### config.mk
export PLATFORM = sky130hd
export DESIGN_NAME = mem_port_arbiter
export DESIGN_NICKNAME = d
export VERILOG_FILES = /design/src/rtl/mem_port_arbiter.sv
export SDC_FILE = /design/constraint.sdc
export NUM_CORES = 1
export LEC_CHECK = 0
export BUFFER_PORTS_ARGS = -buffer_cell sky130_fd_sc_hd__buf_2
export CAP_MARGIN = 20
export CORE_MARGIN = 1.5
export CORE_UTILIZATION = 24
export CTS_CLUSTER_DIAMETER = 120
export CTS_CLUSTER_SIZE = 8
export DETAILED_ROUTE_END_ITERATION = 8
export GPL_TIMING_DRIVEN = 1
export MAX_ROUTING_LAYER = met4
export PLACE_DENSITY_LB_ADDON = 0.15
export SETUP_SLACK_MARGIN = 0.3
export SLEW_MARGIN = 20
export SYNTH_ARGS = -nofsm -noshare
export SYNTH_HDL_FRONTEND = slang
export SYNTH_SLANG_ARGS = --single-unit
### constraint.sdc
create_clock -name clk -period 6.25 [get_ports clk]
set_input_delay 0 -clock clk [delete_from_list [all_inputs] [get_ports clk]]
set_output_delay 0 -clock clk [all_outputs]
set_load 0.01 [all_outputs]
### src/rtl/mem_port_arbiter.sv
// Shares one memory read port between fetch and load (round-robin, 1-cycle read latency), drains stores
// through an in-order write buffer; reads matching a buffered store wait until it has drained.
module mem_port_arbiter #(
  parameter int WBUF_DEPTH = 4
) (
  input  logic        clk,
  input  logic        rst,
  input  logic        if_req_valid,
  input  logic [63:0] if_req_addr,
  output logic        if_req_ready,
  output logic        if_resp_valid,
  output logic [63:0] if_resp_data,
  input  logic        ld_req_valid,
  input  logic [63:0] ld_req_addr,
  output logic        ld_req_ready,
  output logic        ld_resp_valid,
  output logic [63:0] ld_resp_data,
  input  logic        st_req_valid,
  input  logic [63:0] st_req_addr,
  input  logic [63:0] st_req_data,
  output logic        st_req_ready,
  output logic        wbuf_empty,
  output logic [63:0] mem_raddr,
  input  logic [63:0] mem_rdata,
  output logic        mem_wen,
  output logic [63:0] mem_waddr,
  output logic [63:0] mem_wdata
);

  localparam int PW = $clog2(WBUF_DEPTH);
  localparam int CW = PW + 1;

  logic [63:0]   wb_addr [WBUF_DEPTH];
  logic [63:0]   wb_data [WBUF_DEPTH];
  logic [PW-1:0] head, tail;
  logic [CW-1:0] count;
  logic          rr;
  logic          tag_vld, tag_ld;
  logic [63:0]   raddr_q;

  logic if_hit, ld_hit, if_elig, ld_elig;
  logic grant_if, grant_ld, has_room, push, pop;

  // An entry is occupied when its distance from head is below count.
  always_comb begin
    if_hit = 1'b0;
    ld_hit = 1'b0;
    for (int i = 0; i < WBUF_DEPTH; i++) begin
      if ({1'b0, PW'(i) - head} < count) begin
        if (wb_addr[i] == if_req_addr) if_hit = 1'b1;
        if (wb_addr[i] == ld_req_addr) ld_hit = 1'b1;
      end
    end
  end

  assign if_elig  = if_req_valid & ~if_hit & ~rst;
  assign ld_elig  = ld_req_valid & ~ld_hit & ~rst;
  assign grant_if = if_elig & (~ld_elig | ~rr);
  assign grant_ld = ld_elig & (~if_elig | rr);

  assign if_req_ready = grant_if;
  assign ld_req_ready = grant_ld;

  always_comb begin
    mem_raddr = raddr_q;
    if (rst)           mem_raddr = '0;
    else if (grant_if) mem_raddr = if_req_addr;
    else if (grant_ld) mem_raddr = ld_req_addr;
  end

  assign if_resp_valid = tag_vld & ~tag_ld & ~rst;
  assign ld_resp_valid = tag_vld & tag_ld & ~rst;
  assign if_resp_data  = mem_rdata;
  assign ld_resp_data  = mem_rdata;

  assign has_room     = count < CW'(WBUF_DEPTH);
  assign push         = st_req_valid & has_room & ~rst;
  assign pop          = (count != '0) & ~rst;
  assign st_req_ready = rst | has_room;
  assign wbuf_empty   = rst | (count == '0);
  assign mem_wen      = pop;
  assign mem_waddr    = wb_addr[head];
  assign mem_wdata    = wb_data[head];

  always_ff @(posedge clk) begin
    if (rst) begin
      head    <= '0;
      tail    <= '0;
      count   <= '0;
      rr      <= 1'b0;
      tag_vld <= 1'b0;
      tag_ld  <= 1'b0;
      raddr_q <= '0;
    end else begin
      if (push) tail <= tail + 1'b1;
      if (pop)  head <= head + 1'b1;
      count   <= count + CW'(push) - CW'(pop);
      tag_vld <= grant_if | grant_ld;
      tag_ld  <= grant_ld;
      if (grant_if | grant_ld) rr <= grant_if;
      raddr_q <= mem_raddr;
    end
  end

  always_ff @(posedge clk) begin
    if (push) begin
      wb_addr[tail] <= st_req_addr;
      wb_data[tail] <= st_req_data;
    end
  end

endmodule

==> impl_metrics.yaml <==
run_status:
  status: "finished, final reports clean"
worst_setup_path:
  worstSetupPathType: "reg2out"
  endpoint_kind: "output pin"
  start_kind: "flop"
  path_max_fanout: 66
  reg2regPathDepth: 11
  critical_path_arrival_ns: 5.38
  worstPathRequired_ns: 6.25
  crit_path_top_delay_cell: "nor4_1"
  cp_slowest_stage_delay_ns: 0.81
  crit_chain: "inv_1 -> ha_1 -> a21oi_1 -> o21ai_0 -> nor4_1 -> nand4_1 -> and4_1 -> a21boi_4 -> buf_12 -> a221o_1 -> buf_2"
layout:
  layout-area-overhead-vs-synth_pct: 26.19
  utilization_pct: 30.61
  fillCellCount: 12340
  drive_above_1_share_pct: 28.22
  num-nets-final: 2822
floorplanning:
  die_area_um2: 125400
  core_um2: 122000
  pin_count: 652
  start_util_pct: 24.25
  rows: 128
  die_x_um: 354.2
  die_h_um: 354.2
pwr:
  powerDensity_nw_per_um2: 338.2
  ir_drop_mv: 0.2500
  p_leak_nw: 12.84
min_path:
  hold_path_depth: 0
  hp-class: "in2out"
synth:
  synth.top_cell.area_share_pct: 51.94
  ys_async_sr_fraction_pct: 0
  synth_top_cell_by_area: "edfxtp_1"
  synth_most_common_cell: "edfxtp_1"
  synth-seq-cells: 588
  synth.distinct_cells: 43
  synthTopCellsByArea: "edfxtp_1 52%, mux4_2 9.7%, xor2_1 8.9%"
  synth_cells: 1994
  synth_edf_count: 512
  syn_nets: 2330
  avgSynthCellArea_um2: 14.84
  synth_ff_type: "edfxtp_1"
  synth_area_um2: 29600
  yosysSeqAreaShare_pct: 57.08
  synth_common_cells: "512 x edfxtp_1, 301 x xor2_1, 216 x xnor2_1"
  ys_warn_count: 0
timing:
  period_minus_slack_ns: 5.377
  grt_setup_unrepaired: "false"
  fin_crit_sh_pct: 86.03
  relSlewSlack_pct: 24.36
  setup_viol: 0
  fin_skew_ns: 0.03823
  setup-tns-final_ns: 0
  fmax_ghz: 0.1860
  final-max-slew-violation-count: 0
  tightest_slew_ns: 1.124
  final.setup.worst_slack_ns: 0.8734
  hold_viol: 0
place:
  place_congestion: 1.004
  port_buffers: 459
  pre_cts_slack_ns: 1.688
  dp_hpwl_um: 111400
clock_tree:
  cts_resized: 0
  cts_tree: "built"
  clk_pin_slew_ns: 0.05
  cts_made_buffers: 85
  root_buffer: "clkbuf_16"
  cts.sink_count: 588
  cts_hold_buf: 252
  cts_buffer_depth: 3
  clkLatencyLatePin_ns: 0.68
  post-cts-setup-buffers: 0
  htree_levels: 3
routing:
  drt_iter0_drc: 1761
  drc_errors: 0
  drt-wirelength-per-cell_um: 34.09
  dr.pass1.iters: 5
  via_per_inst: 4.776
  routed_wl_um: 142700
  drtAntennaViolNets: 0
  vias: 19990
global_routing:
  grt_max_degree: 97
  antenna_found_initial: 23
  grt_usage_pct: 22.95
  grt_pass1_wl_um: 188900
  gr-total-overflow: 0
  grt_pass1_vias: 21130
job:
  cap_violations: 0
power breakdown:
part	internal (mW)	switching, mW	total (mW)
Sequential	4.50	0.254	4.76
Combinational	1.45	1.98	3.43
Clock	2.57	1.87	4.45
Total	8.52	4.11	12.6
layer usage:
layer | part of all wire, % | global-route usage [%] | routed length [um] | up-vias
li1 | - | - | - | 8479
met1 | 41 | 27.93 | 58680 | 10420
met2 | 49 | 37.63 | 69360 | 837
met3 | 6.4 | 4.761 | 9193 | 254
met4 | 3.8 | 8.145 | 5484 | 0
met5 | 0 | - | 0 | -
cells by family (layout without fill, tap and decap cells):
kind of cell             after synthesis  count (layout)  synth area share, %
adder cells (fa/ha/maj)               11              11               0.4904
other                                  0              13                    0
XOR/XNOR                             517             517                15.30
flip-flops                           588             588                57.08
AND/OR/NAND/NOR                      268             268                5.867
AO/OA/AOI/OAI                        144             144                4.730
multiplexers                         128             128                9.740
buffers and inverters                338             892                6.789
worst max-delay path: cells and delay by family, from the launching register on:
kind / cells / cell delay, ns
simple gates: 3 / 1.47
buf+inv: 3 / 0.63
fa+ha+maj: 1 / 0.32
compound gates: 4 / 1.70
flops: 1 / 0.46
layout make-up:
cell class / count / area [um^2] / area share [%]
diodes: 13 / 32.53 / 0.08710
clock buffers: 138 / 2336 / 6.254
clock inverters: 11 / 203.9 / 0.5460
inverters: 9 / 33.78 / 0.09045
multi-input cells: 1068 / 10720 / 28.69
flip-flops and latches: 588 / 16900 / 45.26
well taps: 1625 / 2033 / 5.444
repair buffers: 734 / 5092 / 13.63
cells in the final DEF (no fill, tap or decap), drive strengths merged, types with 2 or more instances in the layout:
cell type,netlist,layout
a221o,128,128
and2,4,4
a21boi,2,2
nor3b,66,66
mux4,128,128
diode,0,13
o21ai,4,4
edfxtp,512,512
clkinv,0,7
or4,2,2
dlygate4sd3,0,252
nand3,8,8
nand2b,4,4
a21oi,4,4
ha,10,10
nor2,7,7
nor2b,3,3
xor2,301,301
clkbuf,123,138
buf,206,482
dfxtp,76,76
inv,9,11
nor4,91,91
clkinvlp,0,2
xnor2,216,216
nor3,8,8
nand4,69,69
per-stage QoR:
step	instances	power [mW]	hold WS [ns]	instance area [um^2]
floorplan	1994	6.644	0.09177	29600
global placement	3772	8.161	0.0001061	32260
detailed placement	3772	8.161	0.0001061	32260
CTS	4173	12.85	0.0001061	37320
global route	4186	13.13	0.00002800	37350
finish	4186	12.63	0.000004949	37350
sequential cells by signal, summed over array words and instances (netlist names), named ones only:
register  count
count         3
head          2
raddr_q      64
rr            1
tag_ld        1
tag_vld       1
tail          2
wb_addr     256
wb_data     256
path summary, 6_finish.rpt:
check	startpoint	end	slack, ns
worst max-delay path	count[1]$_SDFF_PP0_	mem_raddr[35]	0.87
worst min-delay path	mem_rdata[55]	ld_resp_data[55]	0.000005
worst max register to register	count[1]$_SDFF_PP0_	raddr_q[33]$_SDFF_PP0_	1.07
worst min register to register	raddr_q[44]$_SDFF_PP0_	raddr_q[44]$_SDFF_PP0_	0.49
No activity file was read; power rests on OpenSTA's default activity.
